--- config.mk ---
export PLATFORM = sky130hd
export DESIGN_NAME = serial_unit_dispatcher
export DESIGN_NICKNAME = d
export VERILOG_FILES = /design/src/rtl/serial_unit_dispatcher.sv
export SDC_FILE = /design/constraint.sdc
export NUM_CORES = 1
export LEC_CHECK = 0
export BUFFER_PORTS_ARGS = -buffer_cell sky130_fd_sc_hd__buf_2
export CAP_MARGIN = 40
export CORE_AREA = 8 8 183 185
export CTS_BUF_LIST = sky130_fd_sc_hd__clkbuf_8
export DETAILED_ROUTE_END_ITERATION = 8
export DIE_AREA = 0 0 191 193
export HOLD_SLACK_MARGIN = 0.02
export SLEW_MARGIN = 20
export SYNTH_ARGS = -nofsm -noshare
export SYNTH_HDL_FRONTEND = slang
export SYNTH_SLANG_ARGS = --single-unit
--- constraint.sdc ---
create_clock -name clk_i -period 3.1 [get_ports clk_i]
set_clock_uncertainty 0.2 [all_clocks]
set_input_delay 0.775 -clock clk_i [delete_from_list [all_inputs] [get_ports clk_i]]
set_output_delay 0.775 -clock clk_i [all_outputs]
set_load 0.005 [all_outputs]
--- src/rtl/serial_unit_dispatcher.sv ---
// Dispatches one decoded operation to the ALU, shifter or multiplier over a bit-serial link
// and returns the collected serial result through a valid/ready response.
module serial_unit_dispatcher #(
  parameter int unsigned TIMEOUT = 256,
  parameter int unsigned DATA_W  = 32
) (
  input  logic              clk_i,
  input  logic              rst_i,
  input  logic              req_valid_i,
  output logic              req_ready_o,
  input  logic [2:0]        req_op_i,
  input  logic [DATA_W-1:0] req_a_i,
  input  logic [DATA_W-1:0] req_b_i,
  output logic              tx_data_o,
  output logic              alu_tx_valid_o,
  output logic              shf_tx_valid_o,
  output logic              mul_tx_valid_o,
  input  logic              alu_rx_data_i,
  input  logic              shf_rx_data_i,
  input  logic              mul_rx_data_i,
  input  logic              alu_rx_valid_i,
  input  logic              shf_rx_valid_i,
  input  logic              mul_rx_valid_i,
  output logic              resp_valid_o,
  input  logic              resp_ready_i,
  output logic [DATA_W-1:0] resp_lo_o,
  output logic [DATA_W-1:0] resp_hi_o,
  output logic              resp_err_o
);

  localparam int unsigned PktW = 2 * DATA_W + 3;
  localparam int unsigned ShW  = $clog2(DATA_W);
  localparam int unsigned ResW = 2 * DATA_W;
  localparam int unsigned PcW  = $clog2(PktW + 1);
  localparam int unsigned RcW  = $clog2(ResW);
  localparam int unsigned IcW  = $clog2(TIMEOUT + 1);

  localparam logic [2:0] OpAdd = 3'd0;
  localparam logic [2:0] OpAnd = 3'd1;
  localparam logic [2:0] OpOr  = 3'd2;
  localparam logic [2:0] OpMul = 3'd3;
  localparam logic [2:0] OpShl = 3'd4;
  localparam logic [2:0] OpShr = 3'd5;

  typedef enum logic [1:0] {StIdle, StSend, StWait, StResp} state_e;
  typedef enum logic [1:0] {UnitAlu, UnitShf, UnitMul, UnitNone} unit_e;

  state_e            state_q, state_d;
  unit_e             unit_q, unit_d, req_unit;
  logic [PktW-1:0]   pkt_q, pkt_d, req_pkt;
  logic [PcW-1:0]    pcnt_q, pcnt_d, req_len;
  logic [ResW-1:0]   res_q, res_d;
  logic [RcW-1:0]    rcnt_q, rcnt_d, rlast;
  logic [IcW-1:0]    idle_q, idle_d;
  logic [DATA_W-1:0] lo_q, lo_d, hi_q, hi_d;
  logic              err_q, err_d;
  logic              rx_bit, rx_vld;

  // Packet layout puts op_code in the low bits so it leaves first.
  always_comb begin
    req_unit = UnitNone;
    req_len  = '0;
    req_pkt  = '0;
    case (req_op_i)
      OpAdd, OpAnd, OpOr: begin
        req_unit = UnitAlu;
        req_len  = PcW'(PktW);
        req_pkt  = {req_b_i, req_a_i, req_op_i};
      end
      OpShl, OpShr: begin
        req_unit = UnitShf;
        req_len  = PcW'(DATA_W + 3 + ShW);
        req_pkt  = {{(PktW - DATA_W - 3 - ShW){1'b0}}, req_b_i[ShW-1:0], req_a_i, req_op_i};
      end
      OpMul: begin
        req_unit = UnitMul;
        req_len  = PcW'(2 * DATA_W);
        req_pkt  = {3'b000, req_b_i, req_a_i};
      end
      default: ;
    endcase
  end

  always_comb begin
    rx_bit = 1'b0;
    rx_vld = 1'b0;
    case (unit_q)
      UnitAlu: begin rx_bit = alu_rx_data_i; rx_vld = alu_rx_valid_i; end
      UnitShf: begin rx_bit = shf_rx_data_i; rx_vld = shf_rx_valid_i; end
      UnitMul: begin rx_bit = mul_rx_data_i; rx_vld = mul_rx_valid_i; end
      default: ;
    endcase
  end

  assign rlast = (unit_q == UnitMul) ? RcW'(ResW - 1) : RcW'(DATA_W - 1);

  always_comb begin
    state_d = state_q;
    unit_d  = unit_q;
    pkt_d   = pkt_q;
    pcnt_d  = pcnt_q;
    res_d   = res_q;
    rcnt_d  = rcnt_q;
    idle_d  = idle_q;
    lo_d    = lo_q;
    hi_d    = hi_q;
    err_d   = err_q;
    unique case (state_q)
      StIdle: begin
        if (req_valid_i) begin
          unit_d = req_unit;
          pkt_d  = req_pkt;
          pcnt_d = req_len;
          res_d  = '0;
          rcnt_d = '0;
          idle_d = '0;
          if (req_unit == UnitNone) begin
            state_d = StResp;
            err_d   = 1'b1;
            lo_d    = '0;
            hi_d    = '0;
          end else begin
            state_d = StSend;
          end
        end
      end
      StSend: begin
        pkt_d  = pkt_q >> 1;
        pcnt_d = pcnt_q - 1'b1;
        if (pcnt_q == PcW'(1)) state_d = StWait;
      end
      StWait: begin
        if (rx_vld) begin
          res_d[rcnt_q] = rx_bit;
          rcnt_d        = rcnt_q + 1'b1;
          idle_d        = '0;
          if (rcnt_q == rlast) begin
            state_d = StResp;
            err_d   = 1'b0;
            lo_d    = res_d[DATA_W-1:0];
            hi_d    = (unit_q == UnitMul) ? res_d[ResW-1:DATA_W] : '0;
          end
        end else begin
          idle_d = idle_q + 1'b1;
          if (idle_q == IcW'(TIMEOUT - 1)) begin
            state_d = StResp;
            err_d   = 1'b1;
            lo_d    = '0;
            hi_d    = '0;
          end
        end
      end
      StResp: begin
        if (resp_ready_i) state_d = StIdle;
      end
      default: state_d = StIdle;
    endcase
  end

  always_ff @(posedge clk_i) begin
    if (rst_i) begin
      state_q <= StIdle;
      unit_q  <= UnitNone;
      pkt_q   <= '0;
      pcnt_q  <= '0;
      res_q   <= '0;
      rcnt_q  <= '0;
      idle_q  <= '0;
      lo_q    <= '0;
      hi_q    <= '0;
      err_q   <= 1'b0;
    end else begin
      state_q <= state_d;
      unit_q  <= unit_d;
      pkt_q   <= pkt_d;
      pcnt_q  <= pcnt_d;
      res_q   <= res_d;
      rcnt_q  <= rcnt_d;
      idle_q  <= idle_d;
      lo_q    <= lo_d;
      hi_q    <= hi_d;
      err_q   <= err_d;
    end
  end

  assign req_ready_o    = (state_q == StIdle);
  assign tx_data_o      = (state_q == StSend) & pkt_q[0];
  assign alu_tx_valid_o = (state_q == StSend) && (unit_q == UnitAlu);
  assign shf_tx_valid_o = (state_q == StSend) && (unit_q == UnitShf);
  assign mul_tx_valid_o = (state_q == StSend) && (unit_q == UnitMul);
  assign resp_valid_o   = (state_q == StResp);
  assign resp_lo_o      = lo_q;
  assign resp_hi_o      = hi_q;
  assign resp_err_o     = err_q;

endmodule

==> results by stage, run 1 <==
Setup path:
- The signal on the critical path passes through inv_1, ha_2, nor3b_1, buf_2.
- At the worst endpoint, the arrival time is 1.80 ns.
- The worst setup path category is flip-flop to output port.
- The critical path capture point type is an output port.
- The required arrival time at the worst endpoint is 2.12 ns.
- The critical path's slowest cell is ha_2.
- In this run the worst path has a maximum fanout of 19.
- STA classifies the critical path startpoint as a flip-flop.
- The cell count of the worst reg-to-reg path is 9.
- In this design, the stage delay of the slowest critical-path cell is 0.39 ns.

Min path:
- The number of cells on the worst hold path is 2.
- The min-delay analysis places its worst path in the category primary input to flip-flop.

Power and ir drop:
- The analysis attributes to cell leakage a power of 4.53 nW.
- The cell area power density is 761 nW/um^2.
- The worst-case IR drop observed on VDD is 0.000512 V.
- The final total power is 9.51 mW.

Floorplanning:
- The width of the die is 191 um.
- The initialized floorplan defines 65 standard-cell rows.
- The area of the die is 36900 sq um.
- The die is 193 um tall.
- The effective utilization at floorplan is 0.343.
- Pin placement for this block handled 148 I/O pins.
- The core region is 30800 sq um.

Clock tree:
- The number of levels the H-tree was split into is 2.
- Counting along the longest clock path gives a buffer depth of 3.
- The clock reaches the later pin of the worst-skew pair after 0.55 ns.
- The hold-fix buffer count after cts is 0.
- TritonCTS built the clock tree.
- The clock drives 222 sinks.
- The library cell used as clock root buffer is clkbuf_8.
- After clock tree synthesis, the clock-pin slew on the worst setup and hold paths is 0.05 ns.
- TritonCTS created 41 clock buffers.
- The number of gates resized after CTS is 0.
- The total setup buffers inserted after CTS is 0.

Place:
- The global placer's final weighted congestion is 0.793.
- The count of buffers inserted at the top-level ports is 147.
- The post-detailed-placement half-perimeter wirelength is 20.1 mm.
- The minimum setup slack after placement is 0.313 ns.

Detailed routing:
- The initial DRC count is 798.
- Summed over all layers, the routed wires come to 31.2 mm.
- The post-route antenna net violation count is 0.
- The average routed wire per standard cell is 16.9 um.
- The detail-routed via count per cell is 5.44.
- The post-detailed-route DRC marker count is 0.
- The pre-antenna-repair detailed-routing pass consisted of 5 iterations.
- The detailed router placed 10100 vias in this run.

Timing:
- Based on the critical path, the design can be clocked at up to 0.360 GHz.
- For the pin with the worst max-slew slack, the measured transition is 0.802 ns.
- Setup total negative slack on the finished layout was measured at 0 ns.
- The time the final worst path needs with I/O delays and setup is 2.78 ns.
- The number of max-slew violations in the final report was 0.
- The number of hold violations in the final report is 0.
- The number of endpoints failing setup at the final stage is 0.
- The worst slew slack as a fraction of its limit is 0.465.
- Of the available clock period, the critical path in the final layout requires 0.897.
- Setup slack on the critical path of the routed design comes to 0.320 ns.
- Setup repair after global routing left no endpoint under its margin.

Global route:
- The maximum number of pins on one net before global-route repair is 135.
- For this run, the total global-route usage over all layers was measured as 0.163.
- The global-route wire length before repair is 49.9 mm.
- The number of global-route vias before repair was 9502.
- The number of antenna violations at the first check in global routing is 4.
- For this run the aggregate overflow at the end of global routing stands at 0.

Synthesis:
- Of the synthesized area, sequential elements account for 0.420.
- After technology mapping, the gate count stands at 1330.
- Synthesis inferred 222 register bits.
- Each instance of the synthesized netlist takes up on average 7.96 sq um.
- The cell area that synthesis handed to floorplanning was 10600 sq um.
- For this run, the number of Yosys warnings is 0.
- The number of distinct library cell variants in the gate-level netlist after synthesis is 55.
- For this run, asynchronously set or reset flops after synthesis account for 0.
- Counting flops with a built-in enable in the synthesized netlist gives 0.
- The most used flip-flop cell after synthesis is dfxtp_1.
- The number of nets in the synthesized netlist is 1416.

Finish:
- Counting the fill cells in the layout gives 3151.
- The ratio of cells with drive above 1 in the final layout is 0.182.
- The storage element area is 4440 sq um.
- At the end of the flow, the number of nets in the layout was 1506.
- At the end of the flow the core is filled with cells to 0.406.
- The area overhead of the layout relative to synthesis is 18.1%.
- In the final layout, the multi-input gates occupy 5440 sq um.
- The number of antenna cells inserted is 0.

Run status:
- The flow ran to the end, and the final reports show no timing, DRC or antenna violations.

Run:
- Max-cap violations in this run came to 0.
## layout by cell type (no fill, tap or decap), types with 6 or more instances in the layout
cell type,count
buf_12,8
o22ai_1,41
o21ai_0,103
clkbuf_8,49
a311o_1,8
nor3_1,10
xor2_1,8
a311oi_1,24
o31ai_1,32
inv_1,59
nand3_1,34
a21oi_1,133
buf_2,146
o211ai_1,96
a22o_1,25
and3b_1,6
ha_1,8
a22oi_1,63
dfxtp_1,222
nand2_1,134
nor2_1,124
buf_4,32
and3_1,6
## power breakdown
| group | switching, mW | total (mW) | internal [mW] |
|---|---|---|---|
| combinational | 1.96 | 3.04 | 1.08 |
| clock | 1.25 | 2.84 | 1.60 |
| sequential | 0.267 | 3.63 | 3.36 |
| total | 3.47 | 9.51 | 6.04 |
## state kept, by name, indices dropped and copies added, names as in the netlist
name	cells
idle_q	9
pcnt_q	7
pkt_q	67
rcnt_q	6
res_q	64
resp_err_o	1
resp_hi_o	32
resp_lo_o	32
state_q	2
unit_q	2
## cell type report
type | instances | area share
multi-input cells | 924 | 0.435
flip-flops and latches | 222 | 0.356
repair buffers | 186 | 0.0905
clock buffers | 49 | 0.0540
well taps | 402 | 0.0402
inverters | 45 | 0.0135
clock inverters | 20 | 0.0114
## cell families after synthesis
logic type / after synthesis / share of synthesized area
flops: 222 / 0.420
fa+ha+maj: 9 / 0.0106
mux: 5 / 0.00544
compound gates: 549 / 0.340
buf+inv: 184 / 0.0705
simple gates: 350 / 0.145
xor+xnor: 11 / 0.00911
## per-layer routing
layer  vias up  routed length, um  global-route usage  share of wire
li1       5028                  -                   -              -
met1      4649              14700               0.219           0.47
met2       314              13600               0.251           0.44
met3        54               2230              0.0448          0.071
met4         8                659              0.0492          0.021
met5         -                 44                   0         0.0014
## path summary, 6_finish.rpt
| kind | slack (ns) | start | endpoint |
|---|---|---|---|
| worst max-delay path | 0.32 | state_q[1] | alu_tx_valid_o |
| worst min-delay path | 0.24 | rst_i | rcnt_q[5] |
| worst max register to register | 0.60 | state_q[0] | resp_lo_o[11] |
| worst min register to register | 0.25 | res_q[49] | res_q[49] |
## worst max-delay path, delay by kind of cell (launching register included)
family | cells | cell delay [ns]
flip-flops | 1 | 0.33
buffers and inverters | 2 | 0.29
adder cells (fa/ha/maj) | 1 | 0.39
AND/OR/NAND/NOR | 1 | 0.26
## stage by stage
| stage | instances | hold slack [ns] | cell area (sq um) |
|---|---|---|---|
| after floorplan | 1330 | 0.226 | 10600 |
| after global placement | 1779 | 0.234 | 11700 |
| after detailed placement | 1779 | 0.241 | 11700 |
| after CTS | 1848 | 0.204 | 12500 |
| after global routing | 1848 | 0.218 | 12500 |
| final | 1848 | 0.236 | 12500 |
## Yosys cell counts, types with 5 or more instances
cell type    n  area share
a211oi_1     5      0.0035
a21oi_1    134       0.063
a22o_1      25       0.021
a22oi_1     64       0.045
a311o_1      8      0.0076
a311oi_1    24       0.020
and3_1       6      0.0035
and3b_1      7      0.0058
buf_1        5      0.0018
buf_2       20      0.0095
buf_4        7      0.0050
clkbuf_1   104       0.037
dfxtp_1    222        0.42
ha_1         9       0.011
inv_1       45       0.016
nand2_1    134       0.048
nand2b_1     5      0.0030
nand3_1     34       0.016
nand4_1      5      0.0030
nor2_1     126       0.045
nor2b_1      5      0.0030
nor3_1      10      0.0047
nor3b_1      5      0.0035
o211ai_1    96       0.068
o21ai_0    104       0.049
o22ai_1     41       0.024
o31ai_1     32       0.023
xor2_1       8      0.0066
(Power assumes the default switching activity.)
==> run 2, diff against run 1 <==
--- a/config.mk
+++ b/config.mk
@@ -7,11 +7,13 @@
 export LEC_CHECK = 0
 export BUFFER_PORTS_ARGS = -buffer_cell sky130_fd_sc_hd__buf_2
 export CAP_MARGIN = 40
-export CORE_AREA = 8 8 183 185
+export CORE_AREA = 8 8 154 156
 export CTS_BUF_LIST = sky130_fd_sc_hd__clkbuf_8
+export CTS_CLUSTER_DIAMETER = 200
 export DETAILED_ROUTE_END_ITERATION = 8
-export DIE_AREA = 0 0 191 193
+export DIE_AREA = 0 0 162 164
 export HOLD_SLACK_MARGIN = 0.02
+export PLACE_DENSITY = 0.71
 export SLEW_MARGIN = 20
 export SYNTH_ARGS = -nofsm -noshare
 export SYNTH_HDL_FRONTEND = slang
==> results by stage, run 2 (same netlist as run 1, synthesis figures left out) <==
Global route:
- The number of antenna violations at the first check in global routing is 1 (-3).
- The global-route wire length before repair is 47.3 mm (-5.1%).
- The maximum number of pins on one net before global-route repair is 135 (unchanged).
- The total overflow reported by the global router was 0 (unchanged).
- The number of global-route vias before repair is 9497 (-0.053%).
- The combined global-route utilization of all metal layers is 0.209 (+0.0458).

Detailed routing:
- The initial DRC count is 906 (+14%).
- The via count is 10100 (+0.46%).
- The post-detailed-route DRC marker count was 0 (unchanged).
- The number of detailed-routing iterations run before antenna repair is 5 (unchanged).
- The average routed wire per standard cell came to 16.3 um (-3.5%).
- The detail-routed via count per cell is 5.85 (+7.6%).
- The post-route antenna net violation count is 0 (unchanged).
- The overall routed net length is 28.1 mm (-9.9%).

Setup path:
- The worst register-to-register path begins at unit_q[1].
- The maximum fanout count along the critical path is 25 (+6).
- The required arrival time at the worst endpoint was 2.12 ns (about the same).
- The top cell family by delay on the critical path is adder cells.
- The critical path capture point type is an output port.
- The arrival time at the worst endpoint is 1.84 ns (+0.04 ns).
- The count of buffer and inverter cells on the critical path is 2 (unchanged).
- The critical path's slowest cell is ha_2.
- The setup path with the least slack is of type flip-flop to output port.
- The signal on the critical path passes through inv_1, ha_2, nor3b_1, buf_2.
- STA classifies the critical path startpoint as a flip-flop.
- The critical path starts at state_q[1].
- The maximum cell stage delay along the critical path was 0.49 ns (+0.10 ns).

Run status:
- The flow ran to the end, and the final reports show no timing, DRC or antenna violations.

Finish:
- The post-route non-filler standard cell count came to 1726 (-6.6%).
- The post-layout instance area was 12400 sq um (-1.1%).
- The number of flip-flops under the largest register name came to 67 (unchanged).
- Leaving out fill and tap cells, the most frequent cells in the layout are dfxtp_1, buf_2, nand2_1.
- Relative to the synthesized area, the layout overhead comes to 16.8%.
- In the final layout, the registers with the most flip-flops are pkt_q: 67 flops, res_q: 64 flops.
- The number of antenna cells inserted came to 0 (unchanged).
- The ratio of cells with drive above 1 in the final layout was 0.187 (+0.00484).
- The number of fill cells in the layout is 2021 (-36%).
- The register name with the most flops is pkt_q.
- Leaving out fill and tap cells, the most frequent cell in the layout is dfxtp_1.
- The number of nets in the final layout was 1503 (-0.20%).

Clock tree:
- The clock transition at the register clock pins on the worst setup and hold paths after CTS is 0.06 ns (about the same).
- The hold-fix buffer count after cts is 0 (unchanged).
- In this run the clock root is driven by a clkbuf_8.
- The maximum count of clock buffers along a single path is 3 (unchanged).
- The source-to-sink clock delay at the later pin of the worst-skew pair is 0.53 ns (-0.02 ns).
- The number of gates resized after CTS was 0 (unchanged).
- The number of CTS-inserted buffers is 39 (-4.9%).
- The total setup buffers inserted after CTS came to 0 (unchanged).
- TritonCTS built the clock tree.
- The clock sink count came to 222 (unchanged).
- The number of levels the H-tree was split into is 2 (unchanged).

Timing:
- The number of max-slew violations in the final report was 0 (unchanged).
- The worst slew slack as a fraction of its limit is 0.485 (+0.0201).
- Setup repair after global routing left no endpoint under its margin.
- The number of hold violations in the final report is 0 (unchanged).
- The transition time at the pin with the least slew margin was 0.772 ns (-0.0301 ns).
- The number of endpoints failing setup at the final stage is 0 (unchanged).
- The maximum clock frequency came to 0.355 GHz (-1.4%).
- The final critical-path share of the clock period is 0.909 (+0.0125).
- The time the final worst path needs with I/O delays and setup is 2.82 ns (+0.0388 ns).
- The total negative slack for setup checks is 0 ns (unchanged).

Place:
- The count of buffers inserted at the top-level ports is 147 (unchanged).
- The post-placement cell count is 1656 (-6.9%).
- The standard cell area after detailed placement is 11500 sq um (-1.5%).
- The post-detailed-placement half-perimeter wirelength is 17.9 mm (-11%).
- The global placer's final weighted congestion came to 0.766 (-3.4%).

Power and ir drop:
- The static power due to leakage is 4.51 nW (-0.41%).
- The cell area power density came to 766 nW/um^2 (+0.65%).
- The final total power is 9.47 mW (-0.49%).
- The maximum vdd ir drop is 0.000465 V (-9.3%).

Floorplanning:
- The area of the die was 26600 sq um (-28%).
- The width of the die is 162 um (-15%).
- The count of boundary I/O pins was 148 (unchanged).
- The number of cell rows was 54 (-17%).
- The core box area is 21400 sq um (-31%).
- The vertical extent of the die is 164 um (-15%).
- The effective utilization at floorplan came to 0.496 (+0.152).

Run:
- The max-capacitance violation count is 0 (unchanged).

Min path:
- The worst hold path begins at res_q[49].
- The type of the worst min-delay path is flip-flop to flip-flop.
## run 2: per-stage QoR
step / hold slack [ns] / setup slack (ns) / util
detailed placement: 0.242 / 0.243 / 0.539
finish: 0.252 / 0.281 / 0.579
global placement: 0.234 / 0.234 / 0.539
CTS: 0.251 / 0.235 / 0.579
floorplan: 0.226 / 0.590 / -
global route: 0.265 / 0.141 / 0.579
## run 2: cell type report
class                   instances  area (sq um)  area share
inverters                      45           169      0.0137
clock inverters                16           105     0.00850
well taps                     280           350      0.0283
repair buffers                185          1110      0.0899
clock buffers                  54           743      0.0601
flip-flops and latches        222          4440       0.360
multi-input cells             924          5440       0.440
## run 2: layer usage
layer	GRT usage	up-vias	wire, um
met5	0	-	13
met4	0.0636	2	613
met3	0.0546	52	1990
met2	0.331	294	12900
met1	0.274	4714	12600
li1	-	5037	-
## run 2: final timing paths
kind                         end  depth (start not counted)  slack (ns)
setup reg to reg   resp_lo_o[21]                          6        0.50
hold / removal         res_q[49]                          2        0.25
hold reg to reg        res_q[49]                          2        0.25
setup / recovery  alu_tx_valid_o                          4        0.28
## run 2: power breakdown
group / internal [mW] / switching, mW
clock: 1.64 / 1.20
combinational: 1.07 / 1.94
sequential: 3.36 / 0.270
total: 6.06 / 3.40
## run 2: tightest hold or removal path, cell delays in order, from the launching register on
cell and delay [ns]:
dfxtp_1 0.31, inv_1 0.05, o22ai_1 0.05
